File: config.mk
export PLATFORM = sky130hd
export DESIGN_NAME = fpu_op_sequencer
export DESIGN_NICKNAME = d
export VERILOG_FILES = /design/src/rtl/fpu_op_sequencer.sv
export SDC_FILE = /design/constraint.sdc
export NUM_CORES = 1
export LEC_CHECK = 0
export ABC_AREA = 1
export BUFFER_PORTS_ARGS = -buffer_cell sky130_fd_sc_hd__buf_4
export CORE_MARGIN = 4
export CORE_UTILIZATION = 49
export DETAILED_ROUTE_END_ITERATION = 8
export PLACE_DENSITY = 0.83
export SYNTH_ARGS = -nofsm -noshare
export SYNTH_HDL_FRONTEND = slang
export SYNTH_SLANG_ARGS = --single-unit
File: constraint.sdc
create_clock -name clk -period 2.6 [get_ports clk]
set_input_delay 0.26 -clock clk [delete_from_list [all_inputs] [get_ports clk]]
set_output_delay 0.26 -clock clk [all_outputs]
set_load 0.01 [all_outputs]
File: src/rtl/fpu_op_sequencer.sv
// FPU op sequencer: accepts one op, issues it to the datapath, returns flags.
// Optional watchdog on the WAIT state is enabled by defining FPU_SEQ_WDOG_EN.
module fpu_op_sequencer #(
  parameter int TAG_W       = 5,
  parameter int WDOG_CYCLES = 32
) (
  input  logic             clk,
  input  logic             rst_n,
  input  logic             req_valid,
  output logic             req_ready,
  input  logic [2:0]       req_op,
  input  logic [2:0]       req_rm,
  input  logic [TAG_W-1:0] req_tag,
  input  logic [2:0]       csr_frm,
  output logic             dp_start,
  output logic             dp_kill,
  output logic [2:0]       dp_op,
  output logic [2:0]       dp_rm,
  input  logic             dp_done,
  input  logic [4:0]       dp_flags,
  output logic             rsp_valid,
  input  logic             rsp_ready,
  output logic [TAG_W-1:0] rsp_tag,
  output logic [4:0]       rsp_flags,
  output logic             rsp_illegal,
  output logic [4:0]       fflags,
  input  logic             fflags_clr,
  input  logic             flush,
  output logic             busy
);

  typedef enum logic [1:0] {
    IDLE,
    ISSUE,
    WAIT,
    RESP
  } state_t;

  state_t     state;
  logic [2:0] rm_res;
  logic       rm_bad;
  logic       accept;
  logic       rsp_hs;
  logic       wdog_fire;

  assign rm_res    = (req_rm == 3'b111) ? csr_frm : req_rm;
  assign rm_bad    = rm_res > 3'b100;
  assign req_ready = rst_n && (state == IDLE) && !flush;
  assign accept    = req_valid && req_ready;
  assign rsp_valid = (state == RESP) && !flush;
  assign rsp_hs    = rsp_valid && rsp_ready;
  assign busy      = state != IDLE;
  assign dp_start  = (state == ISSUE) && !flush;
  assign dp_kill   = ((state == WAIT) && flush) || wdog_fire;

`ifdef FPU_SEQ_WDOG_EN
  localparam int CW = $clog2(WDOG_CYCLES + 1);

  logic [CW-1:0] wdog;

  assign wdog_fire = (state == WAIT) && !flush && !dp_done
                  && (wdog == CW'(WDOG_CYCLES - 1));

  always_ff @(posedge clk or negedge rst_n) begin
    if (!rst_n) begin
      wdog <= '0;
    end else if (state == ISSUE) begin
      wdog <= '0;
    end else if (state == WAIT) begin
      wdog <= wdog + 1'b1;
    end
  end
`else
  // no watchdog: WAIT holds until dp_done or flush
  assign wdog_fire = WDOG_CYCLES < 0;
`endif

  always_ff @(posedge clk or negedge rst_n) begin
    if (!rst_n) begin
      state       <= IDLE;
      dp_op       <= '0;
      dp_rm       <= '0;
      rsp_tag     <= '0;
      rsp_flags   <= '0;
      rsp_illegal <= 1'b0;
      fflags      <= '0;
    end else begin
      fflags <= (fflags_clr ? 5'b0 : fflags)
              | (rsp_hs ? rsp_flags : 5'b0);
      if (flush) begin
        state <= IDLE;
      end else begin
        unique case (state)
          IDLE: begin
            if (accept) begin
              dp_op       <= req_op;
              dp_rm       <= rm_res;
              rsp_tag     <= req_tag;
              rsp_flags   <= '0;
              rsp_illegal <= rm_bad;
              state       <= rm_bad ? RESP : ISSUE;
            end
          end
          ISSUE: state <= WAIT;
          WAIT: begin
            if (dp_done) begin
              rsp_flags   <= dp_flags;
              rsp_illegal <= 1'b0;
              state       <= RESP;
            end else if (wdog_fire) begin
              rsp_flags   <= 5'b10000;
              rsp_illegal <= 1'b1;
              state       <= RESP;
            end
          end
          RESP: begin
            if (rsp_hs) state <= IDLE;
          end
          default: state <= IDLE;
        endcase
      end
    end
  end

endmodule

### Word-level counts from Yosys, hierarchy flattened

Cells that the tools add are included.

* $lt $le $gt $ge: 1
* equality and inequality tests: 9
* multiplexer cells: 15
* bitwise gates (word level): 2
* reductions and logical operators: 14

Operator list (number)
* $mux W5: 4
* $mux W2: 5
* $pmux W5 S2: 1
* $ne A3 B3 Y1 const B: 3
* $pmux W2 S4: 1
* $logic_and A1 B1 Y1: 7
* $reduce_and A3 Y1: 2
* $or A5 B5 Y5: 1
* $eq A2 B2 Y1 const B: 2
* $ne A2 B2 Y1 const B: 2
* $reduce_and A4 Y1: 1
* $reduce_bool A2 Y1: 2
* $eq A3 B3 Y1 const B: 1
* $gt A3 B3 Y1 const B: 1
* $mux W3: 1
* $eq A2 B1 Y1 const B: 1
* $logic_not A2 Y1: 1
* $mux W1: 2
* $pmux W1 S2: 1
* $logic_not A1 Y1: 1
* $not A1 Y1: 1

* bits in registers: 24
* input bits: 26
* output and inout bits: 27
* word-level logic and storage cells: 48

### Depth between registers and ports, before layout

* word-level depth: 7
* gate-level depth with buffers: 9
* depth with buffers taken out: 8

### Worst setup path after synthesis

No wires, ideal clock.

* path kind: register to register
* start point: register state[0]
* end point: register rsp_flags[0]
* setup time: 0.118 ns
* data arrival time: 1.333 ns
* required time: 2.482 ns
* setup slack: 1.149 ns
* stages on the path, launching flop included: 9
* path buffers: 1
* clock period less this slack: 1.451 ns
* cell sequence: dfrtp_1 -> inv_1 -> ha_1 -> nand4_4 -> o21ai_2 -> nand2_2 -> buf_6 -> nand2_1 -> o21ai_2

* cells in the longest elaborated chain, start to end: 6
* elaborated cells between the ends (all ways): 10
* classes of those cells: eq/ne: 3; mux: 1; reduce/logical: 6

Ends and longest elaborated chain
* from (decl): line 39 `state_t state;`
* from (signal assigned): line 101 `state <= rm_bad ? RESP : ISSUE;`
* $logic_not A2 Y1: line 48, 93
* $logic_and A1 B1 Y1 (2 in series): line 48 `assign req_ready = rst_n && (state == IDLE) && !flush;`
* $logic_and A1 B1 Y1: line 49 `assign accept = req_valid && req_ready;`
* $ne A2 B2 Y1 (no source line)
* $reduce_and A4 Y1 (no source line)
* to (signal assigned): line 107 `rsp_flags <= dp_flags;`
* to (decl): line 24 `output logic [4:0] rsp_flags,`

Parallel ways exist; a longest one is shown, timed or not.
A chain may end at the register's enable or synchronous reset.

### Final worst setup path

* start point: register state[0]
* end point: register rsp_flags[3]

The elaborated chain is that of the path after synthesis.

==> run_results.csv <==
group,metric,value,unit
global_routing,pin_count_of_the_biggest_net_entering_global_routing,27,
die,die_h,56.9,µm
layout,design_area,1640,µm²
worst_setup_path,critical_path_peak_fanout,16,
routing,routed-via-count,1051,
power_and_ir_drop,internal-power,0.943,mW
worst_setup_path,worst-endpoint-arrival,1.97,ns
cts,cts.sink_count,24,
routing,drt-vias-per-instance,4.76,
worst_hold_path,hold_path.class,"in2reg",
timing,final-max-slew-violation-count,0,
worst_setup_path,critical-path-max-stage-delay,0.44,ns
routing,final_antenna_net_count,0,
logic_synthesis,yosys.area_share.adder,0.0535,
global_routing,grt_pass1_vias,1069,
logic_synthesis,synth_cell_types,18,
cts,insertion_delay,0.31,ns
power_and_ir_drop,seq_power_share,0.402,
die,die_area,3230,µm²
worst_setup_path,path_class,"reg2reg",
layout,diodes,0,
logic_synthesis,synth.area.mux_share,0,
layout,areaGrowthSynthToFinish,39.9,%
timing,post-route-period-util,0.679,
logic_synthesis,synth_warnings,0,
place,gp_routability_congestion,0.762,
timing,finalClockSkew,0.00780,ns
power_and_ir_drop,p_leak,0.883,nW
worst_setup_path,critPathTopFamily,"simple AND/OR/NAND/NOR gates",
cts,cts_resized,0,
status,run_status,"finished, final reports clean",
worst_setup_path,timing.critical_path.slowest_stage_cell,"sky130_fd_sc_hd__dfrtp_1",
logic_synthesis,synth_compound_gate_area_share,0.0984,
flow_run,maxCapViolations,0,
logic_synthesis,synthesis.nets,170,
cts,cts_max_path_buffers,2,
timing,final-setup-viol-count,0,
cts,htreeDepth,1,
global_routing,number_of_antenna_violations_at_the_first_check_in_global_routing,0,
power_and_ir_drop,clockPowerShare,0.183,
worst_setup_path,critPathMostFrequentCell,"sky130_fd_sc_hd__o21ai_2",
worst_setup_path,r2r_start,"state[0]$_DFFE_PN0P_",
worst_setup_path,worstSetupEndpointType,"register",
layout,nNetsFinal,225,
die,design.core.area,2230,µm²
logic_synthesis,synthDominantAreaCellType,"sky130_fd_sc_hd__dfrtp_1",
logic_synthesis,synth_area,1170,µm²
place,placed_cell_area,1570,µm²
die,io-pin-count,53,
layout,finish.utilization,0.733,
logic_synthesis,synthSimpleGateAreaFrac,0.265,
worst_hold_path,hold_path.startpoint,"req_op[0]",
logic_synthesis,synth_top_family_by_area,"simple AND/OR/NAND/NOR gates",
logic_synthesis,mean_instance_size_in_the_synthesized_netlist,8.42,µm²
routing,detailedRoute.firstPassIterationCount,4,
timing,grt_setup_unrepaired,"no",
power_and_ir_drop,switching_share,0.353,
routing,drt-wirelength-per-cell,12.7,µm
global_routing,global_route.usage.total,0.187,
cts,clock_slew_at_reported_path_ffs,0.13,ns
cts,tritoncts.num_buffers,3,
power_and_ir_drop,combinationalPowerShare,0.415,
routing,drtIter0Drc,23,
power_and_ir_drop,max-vdd-ir-drop,0.528,mV
die,chipWidth,56.9,µm
logic_synthesis,netlist_instances,139,
logic_synthesis,yosys.area_share.xor_xnor,0,
die,rows,17,
timing,worst_margin_slew,0.375,ns
worst_setup_path,total_buffers_and_inverters_traversed_by_the_critical_path,1,
layout,drive_above_1_share,0.342,
place,io_buffers,52,
power_and_ir_drop,net-switching-power,0.516,mW
logic_synthesis,cell_types_occupying_the_most_area_after_synthesis,"sky130_fd_sc_hd__dfrtp_1 (51%), sky130_fd_sc_hd__nand2_1 (18%), sky130_fd_sc_hd__ha_1 (5.3%)",
worst_setup_path,slack_of_the_worst_reg_to_reg_path,0.83,ns
die,initial_core_util,0.524,
place,dpl_worst_slack,0.847,ns
worst_setup_path,setup.worst_path.start,"state[0]$_DFFE_PN0P_",
routing,drc,0,
routing,postRouteWirelength,2800,µm
global_routing,grt_first_pass_wirelength,4800,µm
global_routing,grt_remaining_overflow,0,
worst_setup_path,start_kind,"register",
timing,max_freq,566,MHz
power_and_ir_drop,pwr_density_cell,891,nW/µm²
logic_synthesis,synth-seq-cells,24,
logic_synthesis,synth.top_cell.area_share,0.513,
worst_setup_path,crit_required,2.81,ns
timing,timing.max_slew.rel_slack,0.749,
logic_synthesis,ys_seq_area_frac,0.513,
timing,setup_slack,0.833,ns
worst_setup_path,worstPathCellList,"inv_1, ha_1, nand4_4, o21ai_2, nand2_2, nand2_1, o21ai_2",
timing,report.final.hold_viol_count,0,
layout,fill_cells,174,
cts,tritoncts,"done",
timing,min_period,1.77,ns
timing,setup_total_negative_slack,0,ns
place,dp_hpwl,2210,µm
cts,root_buffer,"sky130_fd_sc_hd__clkbuf_4",
[placed cells by master (no fill, tap or decap)]
| master | count |
|---|---|
| sky130_fd_sc_hd__buf_4 | 52 |
| sky130_fd_sc_hd__bufinv_16 | 1 |
| sky130_fd_sc_hd__clkinv_1 | 1 |
| sky130_fd_sc_hd__or2_2 | 1 |
| sky130_fd_sc_hd__clkbuf_4 | 3 |
| sky130_fd_sc_hd__ha_1 | 5 |
| sky130_fd_sc_hd__nand2_2 | 1 |
| sky130_fd_sc_hd__dfrtp_1 | 24 |
| sky130_fd_sc_hd__o21ai_0 | 10 |
| sky130_fd_sc_hd__nand3_1 | 9 |
| sky130_fd_sc_hd__nor2_1 | 5 |
| sky130_fd_sc_hd__dlygate4sd3_1 | 1 |
| sky130_fd_sc_hd__nand4_1 | 1 |
| sky130_fd_sc_hd__a21oi_1 | 1 |
| sky130_fd_sc_hd__o21ai_2 | 6 |
| sky130_fd_sc_hd__nand2_1 | 55 |
| sky130_fd_sc_hd__nand4_4 | 1 |
| sky130_fd_sc_hd__inv_2 | 1 |
| sky130_fd_sc_hd__inv_1 | 14 |
| sky130_fd_sc_hd__o21a_1 | 1 |
[metal layers]
layer,track usage,vias to the layer above,part of all wire
met1,0.226,478,0.40
met3,0.0368,4,0.044
met2,0.333,29,0.54
li1,-,540,-
met5,0,-,0
met4,0.0563,0,0.010
[worst min-delay path: cells and delay by family]
family	cells	cell delay, ns
buffers and inverters	1	0.08
AND/OR/NAND/NOR	2	0.08
[cell usage after synthesis (all sizes together)]
cell,n
dfrtp,24
o21a,1
o21ai,16
ha,5
nor2,5
inv,15
nand3,9
a21oi,1
clkinv,1
buf,3
nand4,2
or2,1
nand2,56
[power groups by stage]
stage	Combinational, mW	Clock, mW	Sequential (mW)
after floorplan	0.256	0	0.633
after global placement	0.590	0	0.588
after detailed placement	0.611	0	0.593
after CTS	0.616	0.273	0.587
after global routing	0.669	0.286	0.605
final	0.606	0.267	0.586
[kinds of logic (layout without fill, tap and decap cells)]
group | count (synthesis) | count (layout)
fa+ha+maj | 5 | 5
compound gates | 18 | 18
simple gates | 73 | 73
buf+inv | 19 | 73
flops | 24 | 24
[state kept, by name, indices dropped and copies added (netlist names)]
| name | count |
|---|---|
| dp_rm | 3 |
| rsp_illegal | 1 |
| rsp_tag | 5 |
| state | 2 |
| fflags | 5 |
| rsp_flags | 5 |
| dp_op | 3 |
[cell type report]
cell class,count,area (µm²),share of cell area
clock buffers,3,22.5,0.0138
clock inverters,1,30.0,0.0183
inverters,16,60.1,0.0367
multi-input cells,96,488,0.298
flip-flops and latches,24,601,0.367
well taps,28,35.0,0.0214
repair buffers,53,400,0.245
[timing repair]
item,CTS,global route
buffers inserted,0,0
hold endpoints to repair,24,0
hold buffers,1,0
[path summary, 6_finish.rpt]
path,endpoint,cells past startpoint
worst min-delay path,dp_op[0]$_DFFE_PN0P_,3
worst max register to register,rsp_flags[3]$_DFFE_PN0P_,7
max in group asynchronous,fflags[4]$_DFF_PN0_,2
worst min register to register,dp_op[1]$_DFFE_PN0P_,2
min in group asynchronous,rsp_flags[0]$_DFFE_PN0P_,2
worst max-delay path,rsp_flags[3]$_DFFE_PN0P_,7
[through the flow]
step / total power [mW] / hold WS (ns) / instances
after global placement: 1.18 / 0.185 / 216
after detailed placement: 1.20 / 0.190 / 216
after CTS: 1.48 / 0.118 / 221
after global routing: 1.56 / 0.124 / 221
final: 1.46 / 0.128 / 221
after floorplan: 0.889 / -0.0356 / 139
Power figures use the tool's default switching activity.
